`config.mk`:
```
export PLATFORM = sky130hd
export DESIGN_NAME = interface_tx
export DESIGN_NICKNAME = d
export VERILOG_FILES = /design/src/rtl/uart_pkg.sv /design/src/rtl/interface_tx_bin2bcd_seq.sv /design/src/rtl/interface_tx.sv
export SDC_FILE = /design/constraint.sdc
export NUM_CORES = 1
export LEC_CHECK = 0
export BUFFER_PORTS_ARGS = -buffer_cell sky130_fd_sc_hd__buf_4
export CORE_MARGIN = 2
export CORE_UTILIZATION = 58
export DETAILED_ROUTE_END_ITERATION = 10
export GPL_TIMING_DRIVEN = 0
export PLACE_DENSITY_LB_ADDON = 0.15
export SLEW_MARGIN = 20
export SYNTH_ARGS = -nofsm -noshare
export SYNTH_HDL_FRONTEND = slang
export SYNTH_SLANG_ARGS = --single-unit
```
`constraint.sdc`:
```
create_clock -name clk -period 2.35 [get_ports clk]
set_input_delay 0.47 -clock clk [delete_from_list [all_inputs] [get_ports clk]]
set_output_delay 0.47 -clock clk [all_outputs]
set_load 0.01 [all_outputs]
```
`src/rtl/uart_pkg.sv`:
```
// Shared definitions for the ALU UART front end.
// Holds the transmit FSM state encoding, ASCII frame constants, the rx-side
// opcode letters and a small helper that turns a BCD digit into ASCII.
package uart_pkg;

  typedef enum logic [2:0] {
    ST_IDLE    = 3'd0,
    ST_CONVERT = 3'd1,
    ST_SEND    = 3'd2,
    ST_WAIT    = 3'd3,
    ST_DONE    = 3'd4
  } tx_state_e;

  localparam logic [7:0] ASCII_ZERO = 8'd48;
  localparam logic [7:0] HDR_CHAR   = 8'd114;  // 'r'
  localparam logic [7:0] END_CHAR   = 8'd10;   // LF

  // Opcode letters understood by the receive side.
  localparam logic [7:0] OP_F = 8'd102;  // 'f'
  localparam logic [7:0] OP_R = 8'd114;  // 'r'
  localparam logic [7:0] OP_O = 8'd111;  // 'o'
  localparam logic [7:0] OP_D = 8'd100;  // 'd'

  function automatic logic [7:0] digit_char(input logic [3:0] d);
    return ASCII_ZERO + {4'b0000, d};
  endfunction

endpackage

```
`src/rtl/interface_tx_bin2bcd_seq.sv`:
```
// Sequential double-dabble binary to BCD converter, one bit per cycle.
// Ports:
//   clk, reset  clock (rising edge), asynchronous active-low reset
//   start       load bin and begin a DBIT-cycle conversion
//   bin         unsigned binary input, sampled with start
//   done        high in the cycle whose closing edge performs the last shift,
//               so bcd is final from the following cycle onward
//   bcd         NDIG packed BCD digits, held after conversion
module bin2bcd_seq #(
  parameter int DBIT = 8,
  parameter int NDIG = 3
) (
  input  logic                  clk,
  input  logic                  reset,
  input  logic                  start,
  input  logic [DBIT-1:0]       bin,
  output logic                  done,
  output logic [4*NDIG-1:0]     bcd
);

  localparam int CW = $clog2(DBIT + 1);

  logic [DBIT-1:0]   r_sh;
  logic [4*NDIG-1:0] r_bcd;
  logic [CW-1:0]     r_cnt;
  logic [4*NDIG-1:0] w_adj;

  always_comb begin
    w_adj = r_bcd;
    for (int unsigned i = 0; i < NDIG; i++) begin
      if (r_bcd[4*i +: 4] >= 4'd5) begin
        w_adj[4*i +: 4] = r_bcd[4*i +: 4] + 4'd3;
      end
    end
  end

  always_ff @(posedge clk or negedge reset) begin
    if (!reset) begin
      r_sh  <= '0;
      r_bcd <= '0;
      r_cnt <= '0;
    end else if (start) begin
      r_sh  <= bin;
      r_bcd <= '0;
      r_cnt <= CW'(DBIT);
    end else if (r_cnt != '0) begin
      r_bcd <= {w_adj[4*NDIG-2:0], r_sh[DBIT-1]};
      r_sh  <= {r_sh[DBIT-2:0], 1'b0};
      r_cnt <= r_cnt - CW'(1);
    end
  end

  // Early done lets the caller leave CONVERT on the same edge as the final
  // shift, keeping the conversion at exactly DBIT cycles.
  assign done = (r_cnt == CW'(1));
  assign bcd  = r_bcd;

endmodule

```
`src/rtl/interface_tx.sv`:
```
// Transmit-side companion of the ALU UART front end.
// Latches an ALU result on start, converts it to three decimal digits and
// streams the frame 'r', hundreds, tens, units, LF to the UART transmitter,
// one byte per tx_start/tx_done_tick handshake.
// Ports:
//   clk, reset    clock (rising edge), asynchronous active-low reset
//   start         one-cycle send request, honoured only when idle
//   result        unsigned ALU result, sampled when start is accepted
//   tx_done_tick  byte-finished pulse from the UART transmitter
//   tx_start      one-cycle pulse starting transmission of din
//   din           byte to transmit, stable until its tx_done_tick
//   busy          high while a frame is in progress
//   done_tick     one-cycle pulse after the terminator has been sent
module interface_tx
  import uart_pkg::*;
#(
  parameter int DBIT     = 8,
  parameter int NDIG     = 3,
  parameter int HDR_CHAR = int'(uart_pkg::HDR_CHAR),
  parameter int END_CHAR = int'(uart_pkg::END_CHAR)
) (
  input  logic            clk,
  input  logic            reset,
  input  logic            start,
  input  logic [DBIT-1:0] result,
  input  logic            tx_done_tick,
  output logic            tx_start,
  output logic [7:0]      din,
  output logic            busy,
  output logic            done_tick
);

  localparam int IW = $clog2(NDIG + 2);

  tx_state_e         r_state, w_next;
  logic [IW-1:0]     r_idx, w_idx_next;
  logic              w_conv_start, w_conv_done;
  logic [4*NDIG-1:0] w_bcd;
  logic [7:0]        w_char;

  assign w_conv_start = (r_state == ST_IDLE) && start;

  bin2bcd_seq #(
    .DBIT (DBIT),
    .NDIG (NDIG)
  ) u_bcd (
    .clk   (clk),
    .reset (reset),
    .start (w_conv_start),
    .bin   (result),
    .done  (w_conv_done),
    .bcd   (w_bcd)
  );

  // Index 0 is the header, 1..NDIG the digits most significant first,
  // NDIG+1 the terminator.
  always_comb begin
    w_char = 8'(END_CHAR);
    if (r_idx == '0) begin
      w_char = 8'(HDR_CHAR);
    end else begin
      for (int unsigned k = 0; k < NDIG; k++) begin
        if (r_idx == IW'(NDIG - k)) begin
          w_char = digit_char(w_bcd[4*k +: 4]);
        end
      end
    end
  end

  always_ff @(posedge clk or negedge reset) begin
    if (!reset) begin
      r_state <= ST_IDLE;
      r_idx   <= '0;
    end else begin
      r_state <= w_next;
      r_idx   <= w_idx_next;
    end
  end

  always_comb begin
    w_next     = r_state;
    w_idx_next = r_idx;
    tx_start   = 1'b0;
    din        = '0;
    busy       = 1'b1;
    done_tick  = 1'b0;
    case (r_state)
      ST_IDLE: begin
        busy = 1'b0;
        if (start) begin
          w_next     = ST_CONVERT;
          w_idx_next = '0;
        end
      end
      ST_CONVERT: begin
        if (w_conv_done) begin
          w_next     = ST_SEND;
          w_idx_next = '0;
        end
      end
      ST_SEND: begin
        tx_start = 1'b1;
        din      = w_char;
        w_next   = ST_WAIT;
      end
      ST_WAIT: begin
        din = w_char;
        if (tx_done_tick) begin
          if (r_idx == IW'(NDIG + 1)) begin
            w_next = ST_DONE;
          end else begin
            w_idx_next = r_idx + IW'(1);
            w_next     = ST_SEND;
          end
        end
      end
      ST_DONE: begin
        done_tick = 1'b1;
        w_next    = ST_IDLE;
      end
      default: begin
        w_next = ST_IDLE;
      end
    endcase
  end

endmodule

```
# ---- Word-level counts from Yosys, hierarchy flattened
# Index checks and enable logic that the tools add are counted.
# W data, S select, Z words.
dict set report word_totals {
  in_bits 12
  word_cells 65
  regBits 30
  output_inout_bits 11
}
dict set report classes {
  n_mux 27
  n_reduce_logical 9
  order_cmp 3
  addsub 8
  n_eq_ne 13
}
# operator n
set ops {}
lappend ops {{$mux W8} 6}
lappend ops {{$mux W3} 9}
lappend ops {{$mux W12} 2}
lappend ops {{$add A6 B4 Y7 const A} 3}
lappend ops {{$mux W4} 4}
lappend ops {{$eq A3 B2 Y1 const B} 4}
lappend ops {{$ge A4 B3 Y1 const B} 3}
lappend ops {{$pmux W3 S4} 1}
lappend ops {{$pmux W3 S3} 1}
lappend ops {{$add A4 B2 Y4 const B} 2}
lappend ops {{$mux W7} 1}
lappend ops {{$eq A3 B1 Y1 const B} 2}
lappend ops {{$eq A3 B3 Y1 const B} 2}
lappend ops {{$logic_not A3 Y1} 2}
lappend ops {{$ne A2 B2 Y1 const B} 3}
lappend ops {{$reduce_and A5 Y1} 1}
lappend ops {{$eq A4 B1 Y1 const B} 1}
lappend ops {{$reduce_bool A4 Y1} 1}
lappend ops {{$sub A4 B1 Y4 const B} 1}
lappend ops {{$add A3 B1 Y3 const B} 1}
lappend ops {{$add A3 B2 Y3 const B} 1}
lappend ops {{$mux W1} 3}
lappend ops {{$reduce_and A3 Y1} 1}
lappend ops {{$reduce_bool A3 Y1} 1}
lappend ops {{other kinds (4)} 4}

# ---- Longest topological paths before layout
dict set report depth {
  ltp_word 6
  mapped_depth 8
}

# ---- Hierarchy
# A second synthesis with hierarchy kept.
dict set report hier_totals {
  cells_unflattened 228
  hier_area_um2 2050.7
}
# mod instances cells_per_inst area_each_um2
set by_module_without_submodules {}
lappend by_module_without_submodules {bin2bcd_seq 1 151 1426.4}
lappend by_module_without_submodules {interface_tx 1 77 624.3}

# ---- Worst setup path after synthesis
# No wires, ideal clock.
dict set report synth_path {
  path_type {register to output}
  start {reg r_idx[2]}
  end {out din[2]}
  arrival_time_ps 1662
  path_stages_with_launch 9
  slack_ps 218
  path_cell_list {dfrtp_1 > buf_2 > buf_2 > inv_1 > ha_1 > nand2_1 > o21ai_0 > nor2_1 > a2111oi_2}
}
dict set report synth_between {
  elab_chain_len 6
}
# element line
set synth_rtl {}
lappend synth_rtl {{from (decl)} interface_tx.sv:36} ;# logic [IW-1:0] r_idx, w_idx_next;
lappend synth_rtl {{from (signal assigned)} interface_tx.sv:76} ;# r_idx <= w_idx_next;
lappend synth_rtl {{$eq A3 B2 Y1} interface_tx.sv:63} ;# if (r_idx == IW'(NDIG - k)) begin
lappend synth_rtl {{$mux W7} interface_tx.sv:63}
lappend synth_rtl {{$mux W8 (2 in series)} interface_tx.sv:63}
lappend synth_rtl {{$mux W8 (*)} interface_tx.sv:59} ;# if (r_idx == '0) begin
lappend synth_rtl {{$mux W8 (*)} interface_tx.sv:87} ;# case (r_state)
lappend synth_rtl {{to (decl)} interface_tx.sv:28} ;# output logic [7:0] din,
# Mark *: on every way between the ends. The rest lies on a longest branch, timed or not.

# ---- Final worst setup path
dict set report layout_path {
  start {reg r_idx[1]}
  end {out din[3]}
}
# The elaborated chain is that of the path after synthesis.

==> results.md <==
* Slowest stage delay, CP at roughly 0.47 ns
* Synthesized flop and latch total at 30
* DRC at 0
* Pwr Total at 3261 uW
* CP Data Arrival Time at between 1.5 and 2 ns
* Die area at 3880 sq um
* Drt total wl at 4.356 mm
* Via density at 5.599
* Net Count, Synth at 255
* R2r worst-path depth at 6
* Cells after synthesis at 230
* RSZ-0062 raised after global routing: true
* Hold Crit Class: in2async
* Post-synthesis mux area share at 0.04444
* Post-synthesis compound-gate area fraction at 0.1860
* Setup ws final at -0.01038 ns
* Final hold vios at 0
* Crit Path Class: reg2out
* Failing checks: setup timing
* Final worst-path cycle share at 1.004
* Initial DRC Count at between 100 and 150
* Initial antenna violation count at 0
* Crit-path max FO at 7
* Nets@finish at 287
* Layout cells sized above 1 at 0.2890
* Endpoints failing setup at 1
* Routed vias at ~1700
* Total iterations of the first detailed-routing run at 4
* CTS tree: built
* Post-Synthesis Cell Area at around 2000 sq um
* Power per cell area at 1370 nW/um^2
* Area grow syn2layout at 20.83%
* Port Buf Inserts at 21
* Inst Count DP at 297
* Die Span X at 62.29 um
* CTS HTree Levels at 2
* Max Freq at 423.7 MHz
* Root Driver: clkbuf_4
* Dpl hpwl at 2.974 mm
* Register area at 754.5 sq um
* Average size of a mapped cell at 8.568 sq um
* Fin cells at 309
* # diodes at 0
* Max Cap Viol at 0
* Startpoint Class: register
* TritonCTS sink count at 30
* Yosys warning count at 0
* Largest net degree at the start of global routing at 31
* Core Box Area at 3311 sq um
* Post-synthesis sequential area ratio at 0.3810
* First-pass GRT wire length at about 7.5 mm
* Die H at 62.29 um
* Slowest library cell on the worst path: dfrtp_2
* Worst VDD drop at just under 0.0006 V
* Lkg Pwr at ~0.0011 uW
* Largest family of logic cells by synthesized area: simple AND/OR/NAND/NOR gates
* Worst Path Required at 1.88 ns
* # IOs at 23
* GRT Util Overall at 0.2448
* Clk buf depth at 2
* Max Clock Skew at ~0.011 ns
* RePlAce Congestion at 0.8311
* Slew Viols, Final at 0
* Setup crit end kind: output pin
* Post-synthesis cell type count at 38
* Final Critical Period at 2.360 ns
* Status: complete, but fails checks
* Starting Density at 0.5952
* Site row count at 21
* Worst-Skew Late Latency at between 0.3 and 0.4 ns
* Vias in the first global route at 1663
* Simple-Gate Fraction of Synth Area at 0.2235
* Avg WL per Cell at 14.10 um
* Fillers at ~280
* CP cell instances: buf_6 > ha_4 > nand2b_1 > mux2_2 > o21ai_1 > a21oi_1 > buf_4
* Synth Area in Adders at 0.08254
* Antenna-violating nets left at 0
* Grt total ovfl at 0
* Hold WS at 0.04161 ns
* Multi-input gate area in the final layout at 1146 sq um
* Post-Synth XOR/XNOR Area at 0.004444
* Clock-pin slew on the worst setup and hold paths at ~0.1 ns
* CTS buffer count at 5
## registers in the layout (all words and copies together) (netlist names)
| signal | count |
|---|---|
| r_idx | 3 |
| r_state | 3 |
| u_bcd.bcd | 12 |
| u_bcd.r_sh | 8 |
| u_bcd.r_cnt | 4 |
## stage by stage
stage	util	setup TNS, ns	cell area (sq um)	worst slack, ns
6_report	0.7192	-0.01038	2381	-0.01038
5_1_grt	0.7192	-0.1653	2381	-0.09663
4_1_cts	0.6916	-0.1403	2290	-0.07498
3_5_place_dp	0.6602	-0.05775	2186	-0.05775
3_3_place_gp	0.6602	-0.01759	2186	-0.01759
2_1_floorplan	-	0	1971	0.2179
## routing by layer
layer  wire length (um)  vias up  GRT usage
met5                  0        -          0
met2               2070       35     0.4253
li1                   -      858          -
met4                102        0    0.08333
met1               2001      826     0.3008
met3                181       11    0.05616
## where the power goes
| part | total (uW) | internal (uW) | switching, uW | leakage, uW |
|---|---|---|---|---|
| Combinational | 1930 | 948 | 987 | 0.000674 |
| Clock | 330 | 145 | 185 | 0.0000353 |
| Sequential | 996 | 753 | 243 | 0.000370 |
| Total | 3260 | 1850 | 1420 | 0.00108 |
## logic make-up (layout without fill, tap and decap cells)
family                     after synthesis  count (layout)
adders and majority gates               13              13
other                                    1               1
and+or+nand+nor                         91              91
DFF                                     30              30
xor gates and xnor gates                 1               1
muxes                                    8               8
buffers and inverters                   29              62
AOI/OAI and AO/OA                       57              57
## cells in the mapped netlist
master / count / area share
dfrtp_1: 30 / 0.38
nor2_1: 27 / 0.051
nand2_1: 25 / 0.048
a21oi_1: 19 / 0.048
inv_1: 15 / 0.029
o21ai_0: 15 / 0.038
ha_1: 13 / 0.083
a31oi_1: 10 / 0.032
nor3_1: 9 / 0.023
nand3_1: 7 / 0.018
buf_2: 6 / 0.015
buf_4: 5 / 0.019
mux2_2: 5 / 0.029
nand2b_1: 5 / 0.016
a211oi_1: 4 / 0.015
and3_1: 3 / 0.0095
nor3b_1: 3 / 0.011
a211o_1: 2 / 0.0089
a22o_2: 2 / 0.010
and2_1: 2 / 0.0063
buf_6: 2 / 0.011
mux2i_1: 2 / 0.010
nand2_2: 2 / 0.0063
nand4_1: 2 / 0.0063
or3_1: 2 / 0.0063
a2111oi_2: 1 / 0.0076
a21oi_4: 1 / 0.0083
a22o_1: 1 / 0.0044
and2b_2: 1 / 0.0044
and4bb_4: 1 / 0.0083
clkbuf_1: 1 / 0.0019
conb_1: 1 / 0.0019
mux2_1: 1 / 0.0057
nand3b_1: 1 / 0.0038
nor3_2: 1 / 0.0051
o21ai_1: 1 / 0.0025
o31ai_4: 1 / 0.011
xnor2_1: 1 / 0.0044
## layout make-up
type	count	area share
Tap cell	46	0.02417
Sequential cell	30	0.3169
Clock buffer	7	0.02312
Timing Repair Buffer	29	0.09301
Multi-Input combinational cell	171	0.4813
Clock inverter	1	0.002102
Buffer	10	0.03468
Inverter	15	0.02470
## worst max-delay path, delay by kind of cell (launching register included)
| kind | cells | cell delay [ns] |
|---|---|---|
| muxes | 1 | 0.34 |
| buffers and inverters | 2 | 0.30 |
| DFF | 1 | 0.47 |
| and+or+nand+nor | 1 | 0.09 |
| AOI/OAI and AO/OA | 2 | 0.18 |
| adders and majority gates | 1 | 0.17 |
## layout by cell type, fill, tap and decap left out, types with 5 or more instances in the layout
cell | synthesis | layout
nor3_1 | 9 | 9
buf_4 | 5 | 32
mux2_2 | 5 | 5
a21oi_1 | 19 | 18
nand3_1 | 7 | 7
a31oi_1 | 10 | 10
nand2_1 | 25 | 24
o21ai_0 | 15 | 14
dfrtp_1 | 30 | 27
ha_1 | 13 | 8
nand2b_1 | 5 | 5
nor2_1 | 27 | 26
ha_4 | 0 | 5
clkbuf_4 | 0 | 5
inv_1 | 15 | 12
## worst paths after layout
path / end / start / slack [ns]
setup / recovery: din[3] / r_idx[1]$_DFFE_PN0P_ / -0.01
min in group clk: u_bcd.r_sh[0]$_DFFE_PN0P_ / result[0] / 0.32
setup reg to reg: u_bcd.bcd[2]$_DFFE_PN0P_ / u_bcd.bcd[0]$_DFFE_PN0P_ / 0.70
hold reg to reg: u_bcd.r_sh[0]$_DFFE_PN0P_ / u_bcd.r_sh[0]$_DFFE_PN0P_ / 0.53
hold / removal: u_bcd.bcd[1]$_DFFE_PN0P_ / reset / 0.04
max in group asynchronous: r_idx[2]$_DFFE_PN0P_ / reset / 2.00
## what timing repair did
action | 4_1_cts | 5_1_grt
resized for setup | 10 | 16
setup buffers | 4 | 4
hold buffers | 0 | 0
setup endpoints to repair | 6 | 6
hold endpoints to repair | 0 | 0
pin swaps | 2 | 6
Note: power is estimated with default switching activity, not from simulation.
